==> src/rtl/sdmac_pkg.sv <==
// rtl/sdmac_pkg.sv - shared state encoding and strobe-width default for the SCSI port arbiter
package sdmac_pkg;

  // Default width of the RE_/WE_ strobe in clocks (legal range 1..7)
  localparam int STROBE_CYC_DEFAULT = 3;

  typedef enum logic [2:0] {
    IDLE       = 3'd0,
    CPU_SETUP  = 3'd1,
    CPU_STROBE = 3'd2,
    CPU_HOLD   = 3'd3,
    CPU_TERM   = 3'd4,
    DMA_SETUP  = 3'd5,
    DMA_STROBE = 3'd6,
    DMA_HOLD   = 3'd7
  } arb_state_t;

endpackage

==> src/rtl/strobe_timer.sv <==
// rtl/strobe_timer.sv - 3-bit strobe-width counter
//
// Purpose: counts the clocks spent in a strobe state.
// Ports:
//   clk   - rising-edge clock
//   rst   - asynchronous active-high reset
//   load  - clear the count (asserted in the setup clock before a strobe)
//   count - advance the count (asserted while strobing)
//   cnt   - current strobe clock index, 0 on the first strobe clock
//   done  - current clock is the final strobe clock
module strobe_timer
  import sdmac_pkg::*;
#(
  parameter int STROBE_CYC = STROBE_CYC_DEFAULT
) (
  input  logic       clk,
  input  logic       rst,
  input  logic       load,
  input  logic       count,
  output logic [2:0] cnt,
  output logic       done
);

  localparam logic [2:0] LAST = 3'(STROBE_CYC - 1);

  assign done = (cnt == LAST);

  // Wrap back to zero after the final clock so the counter idles at 0
  always_ff @(posedge clk or posedge rst) begin
    if (rst) begin
      cnt <= 3'd0;
    end else if (load) begin
      cnt <= 3'd0;
    end else if (count) begin
      cnt <= done ? 3'd0 : cnt + 3'd1;
    end
  end

endmodule

==> src/rtl/scsi_port_arb.sv <==
// rtl/scsi_port_arb.sv - CPU/DMA arbiter and strobe generator for the WD33C93 port
//
// Purpose: grants the SCSI chip bus to either a CPU register cycle or one DMA
// transfer, alternating when both are pending, and generates CS_/RE_/WE_/DACK_
// timing plus CPU termination and FIFO handshake pulses.
// Ports:
//   nCPUCLK    - clock, all state changes on rising edge
//   RST        - asynchronous active-high reset
//   CPU_REQ    - qualified CPU register cycle request
//   CPU_RW     - 1 = CPU read, 0 = CPU write, sampled at grant
//   DMA_EN     - DMA engine enabled
//   DREQ       - chip data request
//   DMA_DIR    - 1 = chip-to-FIFO, 0 = FIFO-to-chip, sampled at grant
//   FIFO_FULL  - FIFO full
//   FIFO_EMPTY - FIFO empty
//   SCSI_CS_   - chip select, active low
//   SCSI_RE_   - read strobe, active low
//   SCSI_WE_   - write strobe, active low
//   DACK_      - DMA acknowledge, active low
//   CPU_TERM_  - CPU cycle termination, active low
//   CPU_LE     - CPU read-data latch pulse
//   FIFO_PUSH  - FIFO write pulse
//   FIFO_POP   - FIFO read pulse
//   OWNER      - last granted owner, 1 = CPU
module scsi_port_arb
  import sdmac_pkg::*;
#(
  parameter int STROBE_CYC = STROBE_CYC_DEFAULT
) (
  input  logic nCPUCLK,
  input  logic RST,
  input  logic CPU_REQ,
  input  logic CPU_RW,
  input  logic DMA_EN,
  input  logic DREQ,
  input  logic DMA_DIR,
  input  logic FIFO_FULL,
  input  logic FIFO_EMPTY,
  output logic SCSI_CS_,
  output logic SCSI_RE_,
  output logic SCSI_WE_,
  output logic DACK_,
  output logic CPU_TERM_,
  output logic CPU_LE,
  output logic FIFO_PUSH,
  output logic FIFO_POP,
  output logic OWNER
);

  localparam logic [2:0] LAST = 3'(STROBE_CYC - 1);

  arb_state_t state, next_state;
  logic       rw_q, dir_q, abort_q, abort_d;
  logic       grant_cpu, grant_dma;
  logic       dma_ok;
  logic       in_setup, in_strobe, last_next;
  logic [2:0] cnt, cnt_inc;
  logic       done;
  logic       cs_n_d, re_n_d, we_n_d, dack_n_d, term_n_d;
  logic       le_d, push_d, pop_d;

  assign dma_ok    = DMA_EN & DREQ & (DMA_DIR ? ~FIFO_FULL : ~FIFO_EMPTY);
  assign in_setup  = (state == CPU_SETUP) || (state == DMA_SETUP);
  assign in_strobe = (state == CPU_STROBE) || (state == DMA_STROBE);
  assign cnt_inc   = cnt + 3'd1;

  strobe_timer #(.STROBE_CYC(STROBE_CYC)) u_timer (
    .clk   (nCPUCLK),
    .rst   (RST),
    .load  (in_setup),
    .count (in_strobe),
    .cnt   (cnt),
    .done  (done)
  );

  // Outputs are registered from the next state, so the pulses need to know
  // whether the coming clock will be the final strobe clock.
  assign last_next = (in_setup && (STROBE_CYC == 1)) ||
                     (in_strobe && !done && (cnt_inc == LAST));

  always_comb begin
    next_state = state;
    grant_cpu  = 1'b0;
    grant_dma  = 1'b0;
    abort_d    = abort_q;
    case (state)
      IDLE: begin
        abort_d = 1'b0;
        // With both pending, CPU wins only when DMA owned the last grant
        if (CPU_REQ && (!dma_ok || !OWNER)) begin
          next_state = CPU_SETUP;
          grant_cpu  = 1'b1;
        end else if (dma_ok) begin
          next_state = DMA_SETUP;
          grant_dma  = 1'b1;
        end
      end
      CPU_SETUP:  next_state = CPU_REQ ? CPU_STROBE : IDLE;
      CPU_STROBE: begin
        if (!CPU_REQ) begin
          next_state = CPU_HOLD;
          abort_d    = 1'b1;
        end else if (done) begin
          next_state = CPU_HOLD;
        end
      end
      CPU_HOLD:   next_state = abort_q ? IDLE : CPU_TERM;
      CPU_TERM:   if (!CPU_REQ) next_state = IDLE;
      DMA_SETUP:  next_state = DMA_STROBE;
      DMA_STROBE: if (done) next_state = DMA_HOLD;
      DMA_HOLD:   next_state = IDLE;
      default:    next_state = IDLE;
    endcase
  end

  always_comb begin
    cs_n_d   = (next_state == IDLE);
    re_n_d   = 1'b1;
    we_n_d   = 1'b1;
    dack_n_d = !((next_state == DMA_SETUP) || (next_state == DMA_STROBE) ||
                 (next_state == DMA_HOLD));
    term_n_d = (next_state != CPU_TERM);
    le_d     = 1'b0;
    push_d   = 1'b0;
    // Direction is live at the grant edge, latched afterwards
    pop_d    = grant_dma && !DMA_DIR;
    if (next_state == CPU_STROBE) begin
      if (rw_q) re_n_d = 1'b0;
      else      we_n_d = 1'b0;
      le_d = rw_q && last_next;
    end
    if (next_state == DMA_STROBE) begin
      if (dir_q) re_n_d = 1'b0;
      else       we_n_d = 1'b0;
      push_d = dir_q && last_next;
    end
  end

  always_ff @(posedge nCPUCLK or posedge RST) begin
    if (RST) begin
      state     <= IDLE;
      OWNER     <= 1'b0;
      rw_q      <= 1'b0;
      dir_q     <= 1'b0;
      abort_q   <= 1'b0;
      SCSI_CS_  <= 1'b1;
      SCSI_RE_  <= 1'b1;
      SCSI_WE_  <= 1'b1;
      DACK_     <= 1'b1;
      CPU_TERM_ <= 1'b1;
      CPU_LE    <= 1'b0;
      FIFO_PUSH <= 1'b0;
      FIFO_POP  <= 1'b0;
    end else begin
      state   <= next_state;
      abort_q <= abort_d;
      if (grant_cpu) begin
        OWNER <= 1'b1;
        rw_q  <= CPU_RW;
      end
      if (grant_dma) begin
        OWNER <= 1'b0;
        dir_q <= DMA_DIR;
      end
      SCSI_CS_  <= cs_n_d;
      SCSI_RE_  <= re_n_d;
      SCSI_WE_  <= we_n_d;
      DACK_     <= dack_n_d;
      CPU_TERM_ <= term_n_d;
      CPU_LE    <= le_d;
      FIFO_PUSH <= push_d;
      FIFO_POP  <= pop_d;
    end
  end

endmodule

==> config.mk <==
export PLATFORM = sky130hd
export DESIGN_NAME = scsi_port_arb
export DESIGN_NICKNAME = d
export VERILOG_FILES = /design/src/rtl/sdmac_pkg.sv /design/src/rtl/strobe_timer.sv /design/src/rtl/scsi_port_arb.sv
export SDC_FILE = /design/constraint.sdc
export NUM_CORES = 1
export LEC_CHECK = 0
export CORE_UTILIZATION = 30
export CTS_BUF_LIST = sky130_fd_sc_hd__clkbuf_4 sky130_fd_sc_hd__clkbuf_8
export CTS_CLUSTER_SIZE = 20
export DETAILED_ROUTE_END_ITERATION = 10
export GPL_ROUTABILITY_DRIVEN = 0
export PLACE_DENSITY_LB_ADDON = 0.12
export SETUP_SLACK_MARGIN = 0.2
export SLEW_MARGIN = 40
export SYNTH_ARGS = -nofsm -noshare
export SYNTH_HDL_FRONTEND = slang
export SYNTH_SLANG_ARGS = --single-unit
==> constraint.sdc <==
create_clock -name nCPUCLK -period 4.4 [get_ports nCPUCLK]
set_input_delay 0.88 -clock nCPUCLK [delete_from_list [all_inputs] [get_ports nCPUCLK]]
set_output_delay 0.88 -clock nCPUCLK [all_outputs]
set_load 0.01 [all_outputs]
==> Yosys cells after proc, flatten, opt, wreduce, memory -nomap -nowiden <==
Cells that the tools add are included.
{ "word_totals": {"ff_bits": 18, "latch_bits": 0, "mem_bits_rw": 0, "mem_bits_ro": 0, "out_inout_bits": 9, "mem_count": 0} }
{ "op_classes": {"n_addsub": 1, "multipliers": 0, "div_mod_pow": 0, "n_lt_le_gt_ge": 0, "eq_ne": 15, "shift": 0, "muxes": 32, "bitwise": 4, "n_reduce_logical": 22} }
{ "op_table": {"columns": ["op", "count"], "rows": [
  ["two-way mux 3 bit", 10],
  ["one-hot mux 3 bit (8 select lines)", 1],
  ["equality test 3 bit (second input constant)", 7],
  ["two-way mux 1 bit", 19],
  ["equality test 3 x 2 -> 1 bit (second input constant)", 5],
  ["logical AND 1 bit", 6],
  ["zero test 3 bit", 2],
  ["nonzero test 2 bit", 3],
  ["zero test 1 bit", 5],
  ["logical OR 1 bit", 5],
  ["adder 3 x 1 -> 3 bit (second input constant)", 1],
  ["equality test 3 x 1 -> 1 bit (second input constant)", 1],
  ["inequality test 3 bit (second input constant)", 1],
  ["bitwise AND 1 bit", 2],
  ["two-way mux 2 bit", 1],
  ["inequality test 2 bit (second input constant)", 1],
  ["NOT 1 bit", 2],
  ["one-hot mux 1 bit (2 select lines)", 1],
  ["AND reduction 2 bit", 1]
]} }

==> Longest topological paths before layout <==
Gate-level depths: netlist (run 1).
{ "logic_depth": {"depth_word": 12, "depth_mapped": 7, "depth_no_buf": 5} }

==> Cells and area by module <==
From an unflattened synthesis (run 1), not the netlist that was laid out.
{ "hier_totals": {"hier_cells": 84, "area_unflattened_um2": 862.1} }
{ "by_module_without_submodules": {"columns": ["module", "n_inst", "cells_each", "area_each_um2", "seq_area_each_um2"], "rows": [
  ["scsi_port_arb", 1, 69, 716.9, 381.6],
  ["strobe_timer", 1, 15, 145.1, 75.1]
]} }

==> Worst setup path before layout (run 1) <==
OpenSTA, ideal clock, no wires.
{ "synth_path": {"kind": "input-to-reg", "from": "input DMA_DIR", "to": "register CPU_LE", "setup_ns": 0.120, "arrival_time_ns": 1.765, "required_time_ns": 4.280, "setup_slack_ns": 2.515, "stages": 5, "cell_sequence": "mux2i_1 -> and4bb_4 -> and3b_1 -> buf_6 -> and3_1"} }
{ "synth_between": {"elab_chain_cells": 9, "word_cells_on_any_way": 10} }
{ "synth_lines": {"columns": ["item", "line", "source"], "rows": [
  ["start, declared", "scsi_port_arb.sv:36", "input logic DMA_DIR,"],
  ["two-way mux 1 bit (*)", "scsi_port_arb.sv:62", "assign dma_ok = DMA_EN & DREQ & (DMA_DIR ? ~FIFO_FULL : ~FIFO_EMPTY);"],
  ["bitwise AND 1 bit (*)", "scsi_port_arb.sv:62", null],
  ["zero test 1 bit", "scsi_port_arb.sv:90", "if (CPU_REQ && (!dma_ok || !OWNER)) begin"],
  ["logical OR 1 bit", "scsi_port_arb.sv:90", null],
  ["logical AND 1 bit", "scsi_port_arb.sv:90", null],
  ["two-way mux 3 bit (*)", "scsi_port_arb.sv:90", null],
  ["one-hot mux 3 bit (8 select lines) (*)", "scsi_port_arb.sv:86", "case (state)"],
  ["equality test 3 x 2 -> 1 bit (*)", "scsi_port_arb.sv:127", "if (next_state == CPU_STROBE) begin"],
  ["two-way mux 1 bit (*)", "scsi_port_arb.sv:127", null],
  ["named net le_d", "scsi_port_arb.sv:60", "logic le_d, push_d, pop_d;"],
  ["end signal, assigned", "scsi_port_arb.sv:170", "CPU_LE <= le_d;"],
  ["end, declared", "scsi_port_arb.sv:44", "output logic CPU_LE,"]
]} }
Mark *: on every way through the listed nets, which the timed path passes. The rest lies on a longest branch.
A chain may end at the register's enable or synchronous reset.

==> Worst setup path in the final report (run 1) <==
{ "layout_path": {"from": "input CPU_REQ", "to": "register SCSI_CS_"} }
{ "layout_between": {"elab_chain_cells": 4, "word_cells_on_any_way": 7} }
{ "layout_lines": {"columns": ["item", "line", "source"], "rows": [
  ["start, declared", "scsi_port_arb.sv:32", "input logic CPU_REQ,"],
  ["logical AND 1 bit", "scsi_port_arb.sv:90", null],
  ["two-way mux 3 bit", "scsi_port_arb.sv:90", null],
  ["one-hot mux 3 bit (8 select lines) (*)", "scsi_port_arb.sv:86", null],
  ["named net next_state[2]", "scsi_port_arb.sv:52", "arb_state_t state, next_state;"],
  ["zero test 3 bit (*)", "scsi_port_arb.sv:117", "cs_n_d = (next_state == IDLE);"],
  ["named net cs_n_d", "scsi_port_arb.sv:59", "logic cs_n_d, re_n_d, we_n_d, dack_n_d, term_n_d;"],
  ["end signal, assigned", "scsi_port_arb.sv:165", "SCSI_CS_ <= cs_n_d;"],
  ["end, declared", "scsi_port_arb.sv:39", "output logic SCSI_CS_,"]
]} }
Marks and branches as above.

==> impl_metrics.csv, run 1 <==
group,metric,value,unit
critical_path,worst_r2r_path_depth,5,
synth,ys_seq_elements,18,
cells_and_area,drive_above_1_share,0.158,
power_and_ir_drop,peakVddDrop,0.187,mV
critical_path,critPathLaunchType,"primary input",
critical_path,path_cells,"clkdlybuf4s50_1, nor2b_1, and4bb_4, and3b_1, inv_4, a221oi_1",
global_route,grt.overflow.total,0,
synth,synthCells,84,
drt,vias_per_cell,5.02,
global_route,gr-max-usage-layer,"met2",
timing,setup_ws,2.17,ns
placed_design,io_buffers,17,
critical_path,crit_buf_inv,2,
global_route,grtUsageMet2,0.190,
synth,syn_nets,93,
floorplanning,start_util,0.323,
clocking,htreeDepth,1,
clocking,tritoncts.num_buffers,3,
floorplanning,io_pins,18,
synth,yosysTopAreaCell,"dfrtp_1",
timing,period_minus_slack,2.23,ns
timing,slew_viol_final,0,
cells_and_area,syn2layout_area_growth,21.9,%
placed_design,place_ws,1.85,ns
critical_path,slowest_delay,0.59,ns
cells_and_area,seq_area,457,µm²
critical_path,rrSetupSlack,2.67,ns
timing,rsz0062_at_grt,"no",
power_and_ir_drop,power.density,622,nW/µm²
clocking,post-cts-setup-buffers,0,
global_route,use_met3,0.0317,
drt,drc,0,
drt,vias,663,
cells_and_area,multi_input_area,387,µm²
drt,dr.pass1.iters,2,
floorplanning,dieWidth,57.2,µm
critical_path,crit_path_start,"CPU_REQ",
global_route,grt_use_total,0.121,
timing,tns,0,ns
timing,slew_headroom,0.553,
critical_path,cp_max_fo,8,
floorplanning,rows,19,
critical_path,cp.depth,6,
clocking,clockRootBuffer,"clkbuf_4",
global_route,grt_max_degree,19,
clocking,clock_latency,0.29,ns
critical_path,cp.required,4.60,ns
cells_and_area,diodes,0,
drt,detail_route.wl_per_cell,12.5,µm
critical_path,r2r_start,"state[0]",
power_and_ir_drop,p_leak,0.467,nW
synth,yosysWarnings,0,
critical_path,slowest_stage,"clkdlybuf4s50_1",
synth,synthArstFlopShare,1.00,
critical_path,cp-end-kind,"flop",
synth,seq_area_frac_synth,0.500,
synth,synth_edf_count,0,
clocking,cts.path.max_buffers,2,
timing,timing_hold_violations_final,0,
placed_design,dp_hpwl,1.20,mm
drt,drtIter0Drc,4,
critical_path,setup.worst_path.class,"primary input to flop",
synth,ys.flop_type,"dfrtp_1",
critical_path,timing.rr.end,"SCSI_CS_",
global_route,globalRouteMet1Util,0.162,
status,status,"finished, final reports clean",
global_route,grt_antenna_before_repair,0,
global_route,grt_pass1_wl,3.08,mm
hold_path,hold_path_class,"flop to flop",
drt,finalWirelength,1.65,mm
synth,synthTopCellsByArea,"dfrtp_1 (36%), dfstp_2 (14%), buf_6 (4.9%)",
clocking,cts-hold-fix-buffers,0,
timing,max_freq,449,MHz
critical_path,crit_end,"SCSI_CS_",
clocking,cts_tree,"done",
timing,period_share,0.506,
floorplanning,coreArea,2830,µm²
clocking,path_clk_slew,0.10,ns
timing,clock_skew,0.00115,ns
floorplanning,die-area,3270,µm²
timing,worst_pin_slew,0.670,ns
synth,synth_top_area_share,0.356,
global_route,first_global_vias,706,
critical_path,arrival,2.43,ns
run,cap_violations,0,
synth,avgSynthCellArea,10.9,µm²
synth,yosysUniqueCellTypes,32,
critical_path,cp_top_family,"simple AND/OR/NAND/NOR gates",
cells_and_area,fillCellCount,273,
cells_and_area,final_nets,111,
timing,final-setup-viol-count,0,
synth,synth_area,913,µm²
clocking,cts.sinks,18,
clocking,cts_resized,0,
drt,ant_nets,0,
floorplanning,die_height,57.2,µm
-- cells by family (layout without fill, tap and decap cells) --
family | Yosys count | in the layout | synth area share
xor gates and xnor gates | 1 | 1 | 0.00959
DFF | 18 | 18 | 0.500
AOI/OAI and AO/OA | 20 | 20 | 0.138
muxes | 6 | 6 | 0.0699
buffers and inverters | 10 | 27 | 0.0767
and+or+nand+nor | 29 | 29 | 0.205
-- through the flow --
step / instance area (µm²) / hold WS, ns / instances / util / total power [mW]
3_5_place_dp: 1080 / 0.499 / 128 / 0.381 / 0.595
2_1_floorplan: 913 / 0.463 / 84 / - / 0.533
3_3_place_gp: 1080 / 0.485 / 128 / 0.381 / 0.598
4_1_cts: 1110 / 0.524 / 132 / 0.394 / 0.701
6_report: 1110 / 0.510 / 132 / 0.394 / 0.693
5_1_grt: 1110 / 0.585 / 132 / 0.394 / 0.757
-- worst min-delay path, cell delays in order, from the launching register on --
cell,delay [ns]
dfrtp_1,0.36
a21oi_1,0.04
nor2_1,0.07
-- synth_stat cells, types with 3 or more instances --
cell type and n:
dfrtp_1 13, a21oi_1 6, nand2_1 6, o21ai_0 6, dfstp_2 5, buf_6 4, inv_1 4, nor2b_1 4
mux2_2 3, mux2i_1 3, nor3b_1 3
-- routing by layer --
metal  vias to the layer above  wire length [µm]  part of all wire
met5                         -                 0                 0
li1                        331                 -                 -
met1                       318               826              0.50
met2                        14               738              0.45
met3                         0                86             0.052
met4                         0                 0                 0
-- where the power goes --
part / internal [mW] / total, mW / switching, mW
registers: 0.238 / 0.311 / 0.0732
clock network: 0.0504 / 0.101 / 0.0511
logic: 0.147 / 0.280 / 0.133
total: 0.435 / 0.693 / 0.258
-- worst min path at each step --
stage / cells after the start / start / to
detailed placement: 2 / abort_q / abort_q
global placement: 2 / abort_q / abort_q
finish: 2 / abort_q / abort_q
global route: 1 / OWNER / OWNER
floorplan: 2 / abort_q / abort_q
CTS: 2 / abort_q / abort_q
-- state kept, by name (all words and copies together) (netlist names) --
signal	cells
DACK_	1
u_timer.cnt	3
FIFO_PUSH	1
CPU_TERM_	1
SCSI_CS_	1
CPU_LE	1
SCSI_WE_	1
OWNER	1
rw_q	1
dir_q	1
abort_q	1
FIFO_POP	1
state	3
SCSI_RE_	1
-- area by class of cell --
cell class                 count  share of cell area
sequential                    18               0.410
multi-input combinational     56               0.347
timing repair buffer          17               0.153
tap                           31              0.0348
clock buffer                   4              0.0326
inverter                       6              0.0225
-- layout by cell type, fill, tap and decap left out, types with 4 or more instances in the layout --
cell and count:
clkdlybuf4s50_1 17, dfstp_2 5, nand2_1 6, dfrtp_1 13
inv_1 4, nor2b_1 4, o21ai_0 6, a21oi_1 6
No activity file was read; power rests on OpenSTA's default activity.
==> run 2: changes to the inputs <==
- clock period: 4.4 -> 2.1 ns (I/O delays scaled with it)
==> run 2 against run 1 <==
Net effect: die area unchanged; final area increased by 4.3%; clock power increased by 110%; final cell count increased by 4.5%; largest power group unchanged; largest cell class unchanged; worst setup slack got worse by 1.8 ns.
==> impl_metrics.csv, run 2 (same netlist as run 1, synthesis figures left out) <==
group,metric,value,unit
cells_and_area,layout_commonest_cell,"clkdlybuf4s50_1",
critical_path,cp_max_fo,1,
drt,drc,0,
clocking,cts.sinks,18,
clocking,path_clk_slew,0.11,ns
drt,dr.pass1.iters,3,
drt,detail_route.wl_per_cell,12.5,µm
timing,timing.hold.ws,0.427,ns
clocking,clock_latency,0.29,ns
drt,finalWirelength,1.72,mm
hold_path,hold_path_class,"primary input to async pin",
power_and_ir_drop,p_seq_frac,0.446,
placed_design,io_buffers,17,
run,cap_violations,0,
cells_and_area,diodes,0,
critical_path,arrival,1.34,ns
clocking,cts.path.max_buffers,2,
timing,period_minus_slack,1.76,ns
status,status,"finished, final reports clean",
clocking,cts_resized,0,
timing,period_share,0.838,
drt,drtIter0Drc,10,
global_route,grt.overflow.total,0,
timing,rsz0062_at_grt,"no",
floorplanning,coreArea,2830,µm²
critical_path,cp_top_family,"flip-flops",
cells_and_area,reg_top3,"state x3, u_timer.cnt x3",
timing,final-setup-viol-count,0,
global_route,grt_pass1_wl,3.01,mm
cells_and_area,finalInstanceArea,1160,µm²
critical_path,slowest_delay,0.53,ns
power_and_ir_drop,clock_power_share,0.143,
critical_path,critPathLaunchType,"flop",
global_route,first_global_vias,662,
critical_path,path_cells,"clkdlybuf4s50_1",
critical_path,slowest_stage,"dfstp_2",
cells_and_area,final_cell_mix,"clkdlybuf4s50_1 (17), dfrtp_1 (11)",
drt,vias_per_cell,5.01,
global_route,grt_max_degree,19,
critical_path,cp.required,1.68,ns
clocking,post-cts-setup-buffers,0,
floorplanning,start_util,0.323,
clocking,cts-hold-fix-buffers,0,
timing,slew_viol_final,0,
drt,ant_nets,0,
cells_and_area,syn2layout_area_growth,27.1,%
power_and_ir_drop,power.density,1280,nW/µm²
power_and_ir_drop,p_leak,0.494,nW
cells_and_area,final_nets,117,
power_and_ir_drop,power.switching,554,µW
floorplanning,die-area,3270,µm²
clocking,cts_tree,"done",
clocking,clockRootBuffer,"clkbuf_4",
placed_design,placed_cell_area,1120,µm²
timing,worst_pin_slew,0.355,ns
placed_design,dp_hpwl,1.29,mm
critical_path,crit_buf_inv,1,
timing,slew_headroom,0.761,
timing,tns,0,ns
timing,clock_skew,0.0100,ns
power_and_ir_drop,intPower,934,µW
power_and_ir_drop,switching_share,0.372,
clocking,tritoncts.num_buffers,3,
timing,timing_hold_violations_final,0,
floorplanning,rows,19,
floorplanning,die_height,57.2,µm
global_route,grt_antenna_before_repair,0,
power_and_ir_drop,p_comb_frac,0.411,
drt,vias,691,
global_route,grt_use_total,0.122,
floorplanning,dieWidth,57.2,µm
power_and_ir_drop,peakVddDrop,0.456,mV
timing,max_freq,569,MHz
clocking,htreeDepth,1,
floorplanning,io_pins,18,
critical_path,cp-end-kind,"output port",
critical_path,setup.worst_path.class,"flop to output port",
cells_and_area,drive_above_1_share,0.224,
run 2: power by group through the flow:
| stage | combinational [mW] | clock, mW | sequential, mW |
|---|---|---|---|
| final | 0.612 | 0.212 | 0.664 |
| after global routing | 0.679 | 0.237 | 0.690 |
| after CTS | 0.616 | 0.221 | 0.660 |
| after detailed placement | 0.613 | 0 | 0.667 |
| after global placement | 0.616 | 0 | 0.666 |
| after floorplan | 0.507 | 0 | 0.610 |
run 2: stage by stage:
stage / utilization / setup slack, ns / total power [mW] / std cells
floorplan: - / 0.577 / 1.12 / 84
global route: 0.410 / 0.242 / 1.61 / 138
finish: 0.410 / 0.341 / 1.49 / 138
CTS: 0.410 / 0.237 / 1.50 / 138
detailed placement: 0.397 / 0.0800 / 1.28 / 134
global placement: 0.397 / 0.0994 / 1.28 / 134
run 2: worst paths after layout:
check | start | endpoint | slack (ns) | cells after the start
worst max-delay path | SCSI_CS_ | SCSI_CS_ | 0.34 | 1
worst min-delay path | RST | u_timer.cnt[2] | 0.43 | 3
worst max register to register | state[0] | SCSI_CS_ | 0.36 | 5
worst min register to register | abort_q | abort_q | 0.51 | 2
max in group asynchronous | RST | DACK_ | 1.41 | 3
min in group nCPUCLK | abort_q | abort_q | 0.51 | 2
run 2: worst min-delay path: stages:
cell and delay [ns]:
clkdlybuf4s50_1 0.40, inv_1 0.05, buf_4 0.24
run 2: per-layer routing:
layer / global-route usage / part of all wire
met5: 0 / 0
met4: 0.0523 / 0.0075
met3: 0.0295 / 0.045
met2: 0.182 / 0.43
met1: 0.169 / 0.51
run 2: cell type report:
cell class / count / area [µm²]
fill: 284 / 1670
sequential: 18 / 459
multi-input combinational: 56 / 387
timing repair buffer: 23 / 215
tap: 31 / 38.8
clock buffer: 4 / 36.3
inverter: 6 / 25.0
